[config.mk]
export PLATFORM = sky130hd
export DESIGN_NAME = unidad_mul_div_secuencial_flat
export DESIGN_NICKNAME = d
export VERILOG_FILES = /design/src/rtl/unidad_mul_div_secuencial_pkg.sv /design/src/rtl/unidad_mul_div_secuencial_if.sv /design/src/rtl/unidad_mul_div_secuencial_paso.sv /design/src/rtl/unidad_mul_div_secuencial.sv /design/src/flat_wrapper.sv
export SDC_FILE = /design/constraint.sdc
export NUM_CORES = 1
export LEC_CHECK = 0
export CORE_ASPECT_RATIO = 1.2
export CORE_MARGIN = 5
export CORE_UTILIZATION = 50
export CTS_CLUSTER_SIZE = 16
export DETAILED_ROUTE_END_ITERATION = 7
export GPL_ROUTABILITY_DRIVEN = 0
export PLACE_DENSITY = 0.84
export RECOVER_POWER = 50
export SYNTH_ARGS = -nofsm -noshare
export SYNTH_HDL_FRONTEND = slang
export SYNTH_SLANG_ARGS = --single-unit
[constraint.sdc]
create_clock -name Reloj -period 6.1 [get_ports Reloj]
set_clock_uncertainty 0.1 [all_clocks]
set_input_delay 0.61 -clock Reloj [delete_from_list [all_inputs] [get_ports Reloj]]
set_output_delay 0.61 -clock Reloj [all_outputs]
set_load 0.02 [all_outputs]
[src/rtl/unidad_mul_div_secuencial_pkg.sv]
// Shared definitions for the sequential multiply/divide unit and the 8x16 register bank.
// Operation encodings, FSM states and default widths.
package unidad_mul_div_secuencial_pkg;

    localparam int ANCHO_DEF     = 16;
    localparam int DIR_ANCHO_DEF = 3;

    typedef enum logic [1:0] {
        OP_MUL_BAJO = 2'b00,
        OP_MUL_ALTO = 2'b01,
        OP_DIV_COC  = 2'b10,
        OP_DIV_RES  = 2'b11
    } op_e;

    typedef enum logic [1:0] {
        REPOSO   = 2'b00,
        CALCULO  = 2'b01,
        ESCRIBIR = 2'b10
    } estado_e;

endpackage

[src/rtl/unidad_mul_div_secuencial_if.sv]
// Request/write-back bundle between the register bank, its issuer and the mul/div unit.
// slave is the unit side, master is the issuing side.
interface unidad_mul_div_secuencial_if
    import unidad_mul_div_secuencial_pkg::*;
#(
    parameter int ANCHO     = ANCHO_DEF,
    parameter int DIR_ANCHO = DIR_ANCHO_DEF
);
    logic                 Iniciar;
    logic [1:0]           Operacion;
    logic [ANCHO-1:0]     OperandoA;
    logic [ANCHO-1:0]     OperandoB;
    logic [DIR_ANCHO-1:0] DireccionDestino;
    logic                 Ocupado;
    logic [ANCHO-1:0]     Resultado;
    logic                 HabilitarEscritura;
    logic [DIR_ANCHO-1:0] DireccionEscritura;
    logic                 DivisionCero;

    modport master (
        output Iniciar, Operacion, OperandoA, OperandoB, DireccionDestino,
        input  Ocupado, Resultado, HabilitarEscritura, DireccionEscritura, DivisionCero
    );

    modport slave (
        input  Iniciar, Operacion, OperandoA, OperandoB, DireccionDestino,
        output Ocupado, Resultado, HabilitarEscritura, DireccionEscritura, DivisionCero
    );
endinterface

[src/rtl/unidad_mul_div_secuencial_paso.sv]
// paso_mul_div: one combinational iteration (shift-add multiply or restoring divide step).
// The divide path exists only when UNIDAD_DIVISION_EN is defined.
module paso_mul_div
    import unidad_mul_div_secuencial_pkg::*;
#(
    parameter int ANCHO = ANCHO_DEF
) (
`ifdef UNIDAD_DIVISION_EN
    input  logic               es_div,
`endif
    input  logic [ANCHO-1:0]   operando,
    input  logic [2*ANCHO-1:0] acc_actual,
    output logic [2*ANCHO-1:0] acc_siguiente
);
    logic [ANCHO:0]     suma;
    logic [2*ANCHO:0]   mul_ext;
    logic [2*ANCHO-1:0] mul_sig;

    // Carry out of the upper-half add lands in the MSB after the right shift.
    always_comb begin
        suma    = {1'b0, acc_actual[2*ANCHO-1:ANCHO]} + {1'b0, operando};
        mul_ext = acc_actual[0] ? {suma, acc_actual[ANCHO-1:0]} : {1'b0, acc_actual};
        mul_sig = mul_ext[2*ANCHO:1];
    end

`ifdef UNIDAD_DIVISION_EN
    logic [2*ANCHO:0]   desp;
    logic [ANCHO+1:0]   resta;
    logic [2*ANCHO-1:0] div_sig;

    // Two guard bits keep the borrow unambiguous even with a zero divisor.
    always_comb begin
        desp  = {acc_actual, 1'b0};
        resta = {1'b0, desp[2*ANCHO:ANCHO]} - {2'b00, operando};
        if (!resta[ANCHO+1]) begin
            div_sig = {resta[ANCHO-1:0], desp[ANCHO-1:1], 1'b1};
        end else begin
            div_sig = desp[2*ANCHO-1:0];
        end
        acc_siguiente = es_div ? div_sig : mul_sig;
    end
`else
    assign acc_siguiente = mul_sig;
`endif

endmodule

[src/rtl/unidad_mul_div_secuencial.sv]
// Multi-cycle unsigned MUL/DIVU execute unit feeding the register bank write port.
// Divider enabled by UNIDAD_DIVISION_EN; otherwise DIVU ops write 0 with identical timing.
module unidad_mul_div_secuencial
    import unidad_mul_div_secuencial_pkg::*;
#(
    parameter int ANCHO     = ANCHO_DEF,
    parameter int DIR_ANCHO = DIR_ANCHO_DEF
) (
    input  logic                          Reloj,
    input  logic                          Reiniciar,
    unidad_mul_div_secuencial_if.slave    bus
);
    localparam int CNT_W = $clog2(ANCHO);
    localparam logic [CNT_W-1:0] CNT_MAX = CNT_W'(ANCHO - 1);

    estado_e              estado_q, estado_d;
    logic [CNT_W-1:0]     contador_q, contador_d;
    logic [2*ANCHO-1:0]   acc_q, acc_d, acc_sig;
    logic [ANCHO-1:0]     operando_q, operando_d;
    op_e                  op_q, op_d;
    logic [DIR_ANCHO-1:0] dir_q, dir_d;
    logic [ANCHO-1:0]     resultado_q, resultado_d;
    logic                 div_cero_q, div_cero_d;

    paso_mul_div #(.ANCHO(ANCHO)) u_paso (
`ifdef UNIDAD_DIVISION_EN
        .es_div        (op_q[1]),
`endif
        .operando      (operando_q),
        .acc_actual    (acc_q),
        .acc_siguiente (acc_sig)
    );

    // NOTE: every _d gets its hold value first so no path through the case infers a latch.
    always_comb begin
        estado_d    = estado_q;
        contador_d  = contador_q;
        acc_d       = acc_q;
        operando_d  = operando_q;
        op_d        = op_q;
        dir_d       = dir_q;
        resultado_d = resultado_q;
        div_cero_d  = div_cero_q;

        case (estado_q)
            REPOSO: begin
                if (bus.Iniciar) begin
                    op_d       = op_e'(bus.Operacion);
                    dir_d      = bus.DireccionDestino;
                    div_cero_d = 1'b0;
                    contador_d = CNT_MAX;
                    estado_d   = CALCULO;
                    // Divide keeps the divisor and seeds the quotient half with the dividend.
                    if (bus.Operacion[1]) begin
                        operando_d = bus.OperandoB;
                        acc_d      = {{ANCHO{1'b0}}, bus.OperandoA};
                    end else begin
                        operando_d = bus.OperandoA;
                        acc_d      = {{ANCHO{1'b0}}, bus.OperandoB};
                    end
                end
            end
            CALCULO: begin
                acc_d = acc_sig;
                if (contador_q == '0) begin
                    estado_d = ESCRIBIR;
                    case (op_q)
                        OP_MUL_BAJO: resultado_d = acc_sig[ANCHO-1:0];
                        OP_MUL_ALTO: resultado_d = acc_sig[2*ANCHO-1:ANCHO];
`ifdef UNIDAD_DIVISION_EN
                        OP_DIV_COC:  resultado_d = acc_sig[ANCHO-1:0];
                        OP_DIV_RES:  resultado_d = acc_sig[2*ANCHO-1:ANCHO];
`endif
                        default:     resultado_d = '0;
                    endcase
`ifdef UNIDAD_DIVISION_EN
                    div_cero_d = op_q[1] && (operando_q == '0);
`endif
                end else begin
                    contador_d = contador_q - 1'b1;
                end
            end
            ESCRIBIR: estado_d = REPOSO;
            default:  estado_d = REPOSO;
        endcase
    end

    // NOTE: state registers use non-blocking assignments so all flops update from pre-edge values.
    always_ff @(posedge Reloj or posedge Reiniciar) begin
        if (Reiniciar) begin
            estado_q    <= REPOSO;
            contador_q  <= '0;
            acc_q       <= '0;
            operando_q  <= '0;
            op_q        <= OP_MUL_BAJO;
            dir_q       <= '0;
            resultado_q <= '0;
            div_cero_q  <= 1'b0;
        end else begin
            estado_q    <= estado_d;
            contador_q  <= contador_d;
            acc_q       <= acc_d;
            operando_q  <= operando_d;
            op_q        <= op_d;
            dir_q       <= dir_d;
            resultado_q <= resultado_d;
            div_cero_q  <= div_cero_d;
        end
    end

    assign bus.Ocupado            = (estado_q != REPOSO);
    assign bus.HabilitarEscritura = (estado_q == ESCRIBIR);
    assign bus.Resultado          = resultado_q;
    assign bus.DireccionEscritura = dir_q;
    assign bus.DivisionCero       = div_cero_q;

endmodule
[src/flat_wrapper.sv]
// flat-port wrapper written by rule: the top's interface ports become plain ports
module unidad_mul_div_secuencial_flat import unidad_mul_div_secuencial_pkg::*;
#(
    parameter int ANCHO     = ANCHO_DEF,
    parameter int DIR_ANCHO = DIR_ANCHO_DEF
)
  (Reloj, Reiniciar, bus_Iniciar, bus_Operacion, bus_OperandoA, bus_OperandoB, bus_DireccionDestino, bus_Ocupado, bus_Resultado, bus_HabilitarEscritura, bus_DireccionEscritura, bus_DivisionCero);
  unidad_mul_div_secuencial_if #(.ANCHO(ANCHO), .DIR_ANCHO(DIR_ANCHO)) bus_i ();
  input  logic Reloj;
  input  logic Reiniciar;
  input wire logic [$bits(bus_i.Iniciar)-1:0] bus_Iniciar;
  input wire logic [$bits(bus_i.Operacion)-1:0] bus_Operacion;
  input wire logic [$bits(bus_i.OperandoA)-1:0] bus_OperandoA;
  input wire logic [$bits(bus_i.OperandoB)-1:0] bus_OperandoB;
  input wire logic [$bits(bus_i.DireccionDestino)-1:0] bus_DireccionDestino;
  output wire logic [$bits(bus_i.Ocupado)-1:0] bus_Ocupado;
  output wire logic [$bits(bus_i.Resultado)-1:0] bus_Resultado;
  output wire logic [$bits(bus_i.HabilitarEscritura)-1:0] bus_HabilitarEscritura;
  output wire logic [$bits(bus_i.DireccionEscritura)-1:0] bus_DireccionEscritura;
  output wire logic [$bits(bus_i.DivisionCero)-1:0] bus_DivisionCero;
  assign bus_i.Iniciar = bus_Iniciar;
  assign bus_i.Operacion = bus_Operacion;
  assign bus_i.OperandoA = bus_OperandoA;
  assign bus_i.OperandoB = bus_OperandoB;
  assign bus_i.DireccionDestino = bus_DireccionDestino;
  assign bus_Ocupado = bus_i.Ocupado;
  assign bus_Resultado = bus_i.Resultado;
  assign bus_HabilitarEscritura = bus_i.HabilitarEscritura;
  assign bus_DireccionEscritura = bus_i.DireccionEscritura;
  assign bus_DivisionCero = bus_i.DivisionCero;
  unidad_mul_div_secuencial #(.ANCHO(ANCHO), .DIR_ANCHO(DIR_ANCHO)) u_core (.Reloj(Reloj), .Reiniciar(Reiniciar), .bus(bus_i));
endmodule
==> results of run 1 <==
worst min path at each step:
| stage | end | cells after the start |
|---|---|---|
| finish | u_core.bus.DireccionEscritura[2] | 2 |
| floorplan | u_core.operando_q[0] | 2 |
| detailed placement | u_core.bus.DireccionEscritura[1] | 2 |
| global route | u_core.bus.DireccionEscritura[2] | 2 |
| global placement | u_core.bus.DireccionEscritura[0] | 2 |
| CTS | u_core.bus.DireccionEscritura[1] | 2 |
layout make-up:
cell class              instances  area, sq um
well taps                     117          146
repair buffers                 63          614
flip-flops and latches         75         1880
inverters                      16         60.1
fillers                       667         3290
clock buffers                  10          138
clock inverters                 6         96.3
multi-input cells             344         2250
synth_stat cells (3+ instances only):
cell type	n	share of area (%)
a21oi_1	30	3.5
inv_1	14	1.2
buf_1	5	0.44
dfrtp_1	75	44
a211oi_1	7	1.2
nor2_1	38	3.3
a31oi_1	5	0.73
xnor2_1	6	1.2
nand2_1	52	4.5
o21ai_0	49	5.7
ha_1	18	5.2
nor2b_1	7	1.0
o21a_1	5	0.87
a32oi_1	4	0.82
a22o_1	5	1.0
clkbuf_1	21	1.8
a21o_1	4	0.70
a221o_1	12	2.8
nand2b_1	4	0.58
nand3_1	15	1.7
mux2i_1	40	9.3
nor3_1	5	0.58
and3_1	3	0.44
cell families after synthesis:
group / Yosys count
multiplexers: 42
AO/OA/AOI/OAI: 140
XOR/XNOR: 8
adder cells (fa/ha/maj): 19
flip-flops: 75
AND/OR/NAND/NOR: 134
buffers and inverters: 43
other: 1
metal layers:
metal	vias to the layer above	GRT usage [%]	wire length (microns)
met5	-	0	0
met4	0	11.4	452
met3	45	6.35	914
met2	182	34.8	5460
met1	1822	28.8	4500
li1	1758	-	-
power groups by stage:
stage	registers [mW]	clock network [mW]	logic, mW
after detailed placement	0.950	0	1.38
after CTS	0.944	0.452	1.40
after global placement	0.938	0	1.32
after floorplan	0.879	0	1.02
final	0.956	0.452	1.42
after global routing	0.980	0.478	1.57
per-stage QoR:
stage	setup slack, ps	std cells	instance area (sq um)
after detailed placement	3140	615	4950
after CTS	3140	631	5190
final	2280	631	5180
after global routing	1940	631	5180
after floorplan	3480	462	4290
after global placement	3330	615	4950
sequential cells by signal, indices dropped and copies added, names as in the netlist:
signal                         count
u_core.estado_q                    2
u_core.bus.DireccionEscritura      3
u_core.op_q                        2
u_core.contador_q                  4
u_core.bus.Resultado              16
u_core.acc_q                      32
u_core.operando_q                 16
layout by cell type, fill, tap and decap left out, types with 3 or more instances in the layout:
cell	netlist	routed
a211oi_1	7	7
a21o_1	4	4
a21oi_1	30	30
a221o_1	12	12
a22o_1	5	5
a31oi_1	5	5
a32oi_1	4	4
and3_1	3	3
clkbuf_8	0	10
clkdlybuf4s50_1	0	57
clkinv_1	2	3
dfrtp_1	75	75
ha_1	18	18
inv_1	14	13
mux2i_1	40	40
nand2_1	52	51
nand2b_1	4	4
nand3_1	15	15
nor2_1	38	38
nor2b_1	7	7
nor3_1	5	5
o21a_1	5	5
o21ai_0	49	49
xnor2_1	6	6
critical path: stages:
cell and delay, ps:
dlygate4sd3_1 570, nand2_2 70, clkbuf_1 1980, nor2_1 310, a221o_1 390
==> run metrics, run 1 <==
fin crit period=3820 ps; vias in the first global route=3,705; CP max FO=72; # setup viols final=0; switching power=1.26 mW; post-synthesis mux area share=9.85%; final wirelength=11.3 mm; Setup Fix Bufs, Post-CTS=0; clock buffer depth=2; I/O Buffers=60; Synth Warn #=0; Synth Area in Compound Gates=21.0%; number of synthesized flops with an enable pin=0; largest net degree at the start of global routing=76; Seq pwr share=33.8%; Final Hold Vio Count=0; CTS clk-pin slew, worst paths=80 ps; Mapped Cells=462; Crit path required time=6250 ps; fin crit share=62.5%; DRC viols=0; core area=0.00847 sq mm; CTS buffer count=9; routed vias/inst=6.03; Global Route Usage Sum=22.5%; row count=37; Hold WS=389 ps; R2R setup slack=2620 ps; ANT cells=0; critical path type=in2reg; grt ovf=0; drt wl/cell=18.0 microns; crit path launch=bus_Iniciar; FMAX=262 MHz; HP Class=reg2reg; Seq/Total Area, Yosys=43.7%; Root Buffer=clkbuf_8; initial antenna violation count=0; min-delay src=u_core.bus.DireccionEscritura[2]; Arrival @ worst endpoint=3970 ps; TritonCTS clock tree=done; Sw Ratio=44.7%; Combinational Power Share=50.3%; 1st-pass router iterations=5; Cell Pwr Density=546 mW/mm^2; total number of vias=3,807; post-synth cell types=51; FF-to-FF End=u_core.acc_q[8]; Avg Cell Area, Syn=9.29 sq um; Post-Synth Simple-Gate Area=14.1%; status=finished with violations; Layout area overhead=20.8%; Worst R2R Path Depth=5; clk_lat worst skew=370 ps; Die Height=111 microns; layout cells sized above 1=4.86%; H-tree Lvls=3; CTS Hold Bufs=0; post-synthesis async set-or-reset flop share=100%; Post-Synth XOR/XNOR Area=1.63%; Synth Flop Type=dfrtp_1; P_leak=2.32 nW; Clk network pwr share=16.0%; Iter 0 DRT Violations=394; Worst R2R Start=u_core.estado_q[0]; adder-cell share of the synthesized area=5.71%; Max-Cap Viols=1; die area=0.0105 sq mm; Max-slew headroom=-87.9%; Nets=568; die width=94.6 microns; Worst VDD drop=0.197 mV; Startpoint Class=input port; Post-Syn Nets=521; Routed Antenna Nets=0; Critical Path End Type=register; RSZ-0062 raised after global routing=false; final setup TNS=0 ps; DP HPWL=8.14 mm; failing checks=max-capacitance violations, max-slew violations; number of synthesized register bits=75; first-pass GRT wire length=18.6 mm; Ports=62; Final Total Pwr=2.83 mW; main combinational cell family by area after synthesis=compound AO/OA/AOI/OAI gates; PostCTS Resize Cnt=0; slew of the pin with the lowest slew margin=2820 ps; CTS sink cnt=75; post-synthesis cell area=0.00429 sq mm; Starting Density=50.7%; Layout Utilization=61.2%; internal cell power=1.57 mW; fin. max-slew vios=73; worst setup path end=u_core.acc_q[8]
No activity file was read; power rests on OpenSTA's default activity.
==> inputs of run 2 (changes only) <==
Clock period 6.1 ns to 3.9 ns, I/O delays scaled along.
==> run 2 against run 1 <==
The run still ends with max-capacitance violations, max-slew violations left. Register-to-register slack lost 1500 ps. Global-route usage shrank 0.076 points. Combinational power grew 56%. Core utilization grew 0.19 points. First-iteration DRC count shrank 22%. Non-clock buffer count grew 5. Count of clock-buffer cells in the layout shrank 1. Routed wire length shrank 1.9%. Largest power group unchanged.
==> run metrics, run 2 (same netlist as run 1, synthesis figures left out) <==
status=finished with violations; failing checks=max-capacitance violations, max-slew violations; DRC viols=0 (unchanged); Arrival @ worst endpoint=2920 ps (-1050 ps); CP max FO=23 (-68%); Cell Pwr Density=830 mW/mm^2 (+52%); row count=37 (unchanged); ANT cells=0 (unchanged); die area=0.0105 sq mm (unchanged); placed insts=620 (+0.81%); Die Height=111 microns (unchanged); Starting Density=50.7% (unchanged); drt wl/cell=17.5 microns (-2.6%); fin. max-slew vios=54 (-26%); min-delay src=u_core.bus.DireccionEscritura[2]; largest net degree at the start of global routing=67 (-12%); leading cell type in the layout, fill and taps excluded=dfrtp_1; Routed Antenna Nets=0 (unchanged); Crit path required time=4080 ps (-2170 ps); FF-to-FF End=u_core.bus.Resultado[12]; Critical Path End Type=register; final wirelength=11.1 mm (-1.9%); post-route insts no fill=636 (+0.79%); slew of the pin with the lowest slew margin=1950 ps (-869 ps); clock buffer depth=2 (unchanged); core area=0.00847 sq mm (unchanged); I/O Buffers=60 (unchanged); Post-Place Cell Area=0.00499 sq mm (+0.76%); die width=94.6 microns (unchanged); total number of vias=3,766 (-1.1%); clk_lat worst skew=360 ps (about the same); Max-slew headroom=-30.1% (+58 points); Global Route Usage Sum=22.5% (-0.076 points); Layout area overhead=21.2%; Worst VDD drop=0.325 mV (+65%); TritonCTS clock tree=done; critical path type=reg2reg; DP HPWL=8.15 mm (+0.10%); P_leak=2.35 nW (+1.4%); Iter 0 DRT Violations=308 (-22%); PostCTS Resize Cnt=0 (unchanged); hold path cells=2 (unchanged); grt ovf=0 (unchanged); Reg with most FFs=u_core.acc_q; layout cells sized above 1=5.59% (+0.72 points); first-pass GRT wire length=18.5 mm (-0.55%); 1st-pass router iterations=5 (unchanged); final setup TNS=0 ps (unchanged); CTS Hold Bufs=0 (unchanged); Worst R2R Path Depth=8 (+3); Setup Fix Bufs, Post-CTS=0 (unchanged); HP Class=reg2reg; # setup viols final=0 (unchanged); Root Buffer=clkbuf_8; RSZ-0062 raised after global routing=false; Startpoint Class=register; routed vias/inst=5.92 (-1.9%); fin crit period=2740 ps; Final Hold Vio Count=0 (unchanged); Nets=573 (+0.88%); R2R setup slack=1160 ps (-1460 ps); H-tree Lvls=3 (unchanged); most frequent cells in the layout=dfrtp_1, nand2_1, clkdlybuf4s50_1; CTS clk-pin slew, worst paths=80 ps (about the same); Finished Cell Area=0.00520 sq mm (+0.31%); CTS sink cnt=75 (unchanged); Worst R2R Start=u_core.contador_q[0]; CTS buffer count=9 (unchanged); fin crit share=70.4%; initial antenna violation count=0 (unchanged); max reg flops=32 (unchanged); FMAX=364 MHz; Ports=62 (unchanged); Hold Path End=u_core.bus.DireccionEscritura[2]; Max-Cap Viols=1 (unchanged); vias in the first global route=3,745 (+1.1%)
-- run 2: cell count changes in the layout (fill, tap and decap cells not counted) --
cell | previous run | this run
inv_1 | 13 | 14
clkdlybuf4s50_1 | 57 | 50
clkinv_2 | 0 | 2
inv_8 | 1 | 0
clkbuf_8 | 10 | 9
clkinvlp_4 | 1 | 3
inv_6 | 1 | 0
clkinv_1 | 3 | 2
dlygate4sd3_1 | 2 | 9
buf_4 | 2 | 6
clkinv_4 | 1 | 0
clkbuf_1 | 1 | 2
-- run 2: area by class of cell --
class	count	area, sq um
Clock buffer	9	124
Clock inverter	7	92.6
Fill cell	702	3270
Inverter	16	60.1
Multi-Input combinational cell	344	2250
Sequential cell	75	1880
Tap cell	117	146
Timing Repair Buffer	68	648
-- run 2: worst max-delay path by stage --
stage / slack (ps) / endpoint / startpoint / cells after the start
final: 1160 / u_core.bus.Resultado[12] / u_core.contador_q[0] / 8
after global routing: 970 / u_core.bus.Resultado[12] / u_core.contador_q[0] / 8
after CTS: 1300 / u_core.acc_q[23] / u_core.operando_q[0] / 10
after detailed placement: 1340 / u_core.acc_q[23] / u_core.operando_q[0] / 10
after global placement: 1410 / u_core.acc_q[23] / u_core.operando_q[0] / 10
after floorplan: 1500 / u_core.acc_q[0] / Reiniciar / 1
-- run 2: critical path: stages, from the launching register on --
cell and delay (ps):
dfrtp_1 410, inv_1 90, ha_1 140, nor3b_1 280, nand2_1 130, clkbuf_1 440
a2111oi_0 790, a22oi_1 160, o21ai_0 130
-- run 2: power by group --
| group | total (mW) | internal, mW | switching (mW) | leakage [nW] |
|---|---|---|---|---|
| Sequential | 1.44 | 1.12 | 0.324 | 0.941 |
| Combinational | 2.22 | 0.945 | 1.27 | 1.31 |
| Clock | 0.650 | 0.357 | 0.293 | 0.101 |
-- run 2: layer usage --
layer | track usage (%) | routed length, microns | share of wire [%]
met2 | 36.3 | 5470 | 49
met4 | 11.8 | 472 | 4.2
met5 | 0 | 0 | 0
met3 | 3.65 | 713 | 6.4
met1 | 28.7 | 4470 | 40
-- run 2: per-stage QoR --
stage / worst slack [ps] / utilization, % / hold slack (ps) / total power, mW
floorplan: 1500 / - / 356 / 2.97
global placement: 1410 / 58.9 / 359 / 3.53
detailed placement: 1340 / 58.9 / 374 / 3.63
CTS: 1300 / 61.5 / 391 / 4.30
global route: 970 / 61.4 / 418 / 4.63
finish: 1160 / 61.4 / 385 / 4.31
==> inputs of run 3 (changes only) <==
Settings changed: PLACE_DENSITY 0.84 to 0.87.
Clock period 3.9 ns to 2.3 ns, I/O delays scaled along.
==> run 3 against run 2 <==
The run ends with max-capacitance violations, max-slew violations, negative setup slack left. Clock power increased by 94%. Combinational power rose by 130%. Critical path type unchanged. Critical path depth rose by 2. Critical endpoint is now u_core.bus.Resultado[7]. Sequential cell count unchanged. Setup slack worse by 1400 ps. Routed wire length up 23%. Hold slack worse by 160 ps. Core utilization rose by 6.4 points. Highest routed layer unchanged. Total power up 110%.
==> run metrics, run 3 (same netlist as run 1, synthesis figures left out) <==
Startpoint Class=register; total number of vias=4,252 (+13%); grt ovf=0 (unchanged); Worst R2R Start=u_core.operando_q[0]; Iter 0 DRT Violations=469 (+52%); Crit path required time=2450 ps (-1630 ps); min-delay src=bus_Operacion[1]; status=finished with violations; vias in the first global route=4,038 (+7.8%); max reg flops=32 (unchanged); CTS Hold Bufs=0 (unchanged); Arrival @ worst endpoint=2680 ps (-240 ps); fin crit period=2520 ps (-221 ps); Ports=62 (unchanged); drt wl/cell=20.6 microns (+18%); Global Route Usage Sum=24.7% (+2.3 points); final wirelength=13.7 mm (+23%); Root Buffer=clkbuf_8; DP HPWL=8.61 mm (+5.7%); 1st-pass router iterations=5 (unchanged); critical path type=reg2reg; Layout area overhead=33.8%; fin crit share=110% (+39 points); fin. max-slew vios=76 (+41%); Worst VDD drop=0.667 mV (+110%); row count=37 (unchanged); Finished Cell Area=0.00574 sq mm (+10%); Final Hold Vio Count=0 (unchanged); clock buffer depth=2 (unchanged); CTS sink cnt=75 (unchanged); Hold WS=227 ps (-158 ps); initial antenna violation count=0 (unchanged); H-tree Lvls=3 (unchanged); placed insts=643 (+3.7%); Cell Pwr Density=1560 mW/mm^2 (+88%); CTS buffer count=9 (unchanged); HP Class=in2reg; Worst R2R Path Depth=10 (+2); Routed Antenna Nets=0 (unchanged); Die Height=111 microns (unchanged); Nets=602 (+5.1%); RSZ-0062 raised after global routing=true; first-pass GRT wire length=20.3 mm (+10%); final setup TNS=-2370 ps (-2370 ps); post-route insts no fill=665 (+4.6%); die width=94.6 microns (unchanged); most frequent cells in the layout=dfrtp_1, clkdlybuf4s50_1, nand2_1; leading cell type in the layout, fill and taps excluded=dfrtp_1; Critical Path End Type=register; crit path launch=u_core.operando_q[0]; Max-slew headroom=-9.77% (+20 points); FMAX=396 MHz (+8.7%); core area=0.00847 sq mm (unchanged); largest net degree at the start of global routing=76 (+13%); I/O Buffers=60 (unchanged); hold path cells=4 (+2); Max-Cap Viols=1 (unchanged); layout cells sized above 1=18.2% (+13 points); DRC viols=0 (unchanged); routed vias/inst=6.39 (+8.0%); CP max FO=2 (-91%); ANT cells=0 (unchanged); CTS clk-pin slew, worst paths=80 ps (about the same); # setup viols final=19 (+19); Post-Place Cell Area=0.00521 sq mm (+4.3%); TritonCTS clock tree=done; failing checks=max-capacitance violations, max-slew violations, negative setup slack; Layout Utilization=67.8% (+6.4 points); pre-CTS WS=-227 ps (-1570 ps); Final Total Pwr=8.95 mW (+110%); slew of the pin with the lowest slew margin=1650 ps (-303 ps); die area=0.0105 sq mm (unchanged); P_leak=2.53 nW (+7.4%); clk_lat worst skew=380 ps (+20 ps); Reg with most FFs=u_core.acc_q; Starting Density=50.7% (unchanged); final worst slack=-224 ps (-1380 ps)
## run 3: changes by cell type in the layout (fill, tap and decap cells not counted), sizes merged
cell | previous run | this run
clkbuf | 11 | 12
clkinv | 4 | 5
inv | 14 | 13
clkinvlp | 3 | 0
bufinv | 2 | 3
dlygate4sd3 | 9 | 0
clkdlybuf4s50 | 50 | 59
buf | 7 | 37
## run 3: repair_timing
action | 4_1_cts | 5_1_grt
buffers inserted | 3 | 4
endpoints found under the setup margin | 12 | 24
hold endpoints to repair | 0 | 0
gates resized for setup | 24 | 40
pin swaps | 10 | 16
## run 3: metal layers
layer	global-route usage (%)	wire length (microns)	share of wire, %	vias to the layer above
li1	-	-	-	1834
met1	31.1	5050	37	2027
met2	39.6	6590	48	307
met3	4.66	1130	8.3	84
met4	13.9	930	6.8	0
met5	0	0	0	-
## run 3: final timing paths
check	slack, ps	end
hold reg to reg	380	u_core.bus.Resultado[8]
setup reg to reg	-220	u_core.bus.Resultado[7]
setup / recovery	-220	u_core.bus.Resultado[7]
max in group asynchronous	360	u_core.acc_q[17]
hold / removal	230	u_core.op_q[1]
min in group asynchronous	660	u_core.operando_q[7]
## run 3: final cells by class
cell class | instances | area [sq um]
Fill cell | 583 | 2730
Multi-Input combinational cell | 344 | 2520
Sequential cell | 75 | 1880
Timing Repair Buffer | 97 | 895
Tap cell | 117 | 146
Clock buffer | 11 | 141
Clock inverter | 5 | 100
Inverter | 16 | 60.1
## run 3: critical path: stages (launching register included)
cell and delay [ps]:
dfrtp_1 390, ha_2 200, inv_2 60, fa_2 230, nor2b_4 50, o31a_1 260
o31a_1 270, o21a_1 200, or3_1 330, a31oi_2 240, o21ai_1 110
## run 3: power breakdown
group | total [mW] | internal [mW] | switching (mW)
Clock | 1.26 | 0.747 | 0.516
Combinational | 5.20 | 2.24 | 2.96
Sequential | 2.48 | 1.90 | 0.580
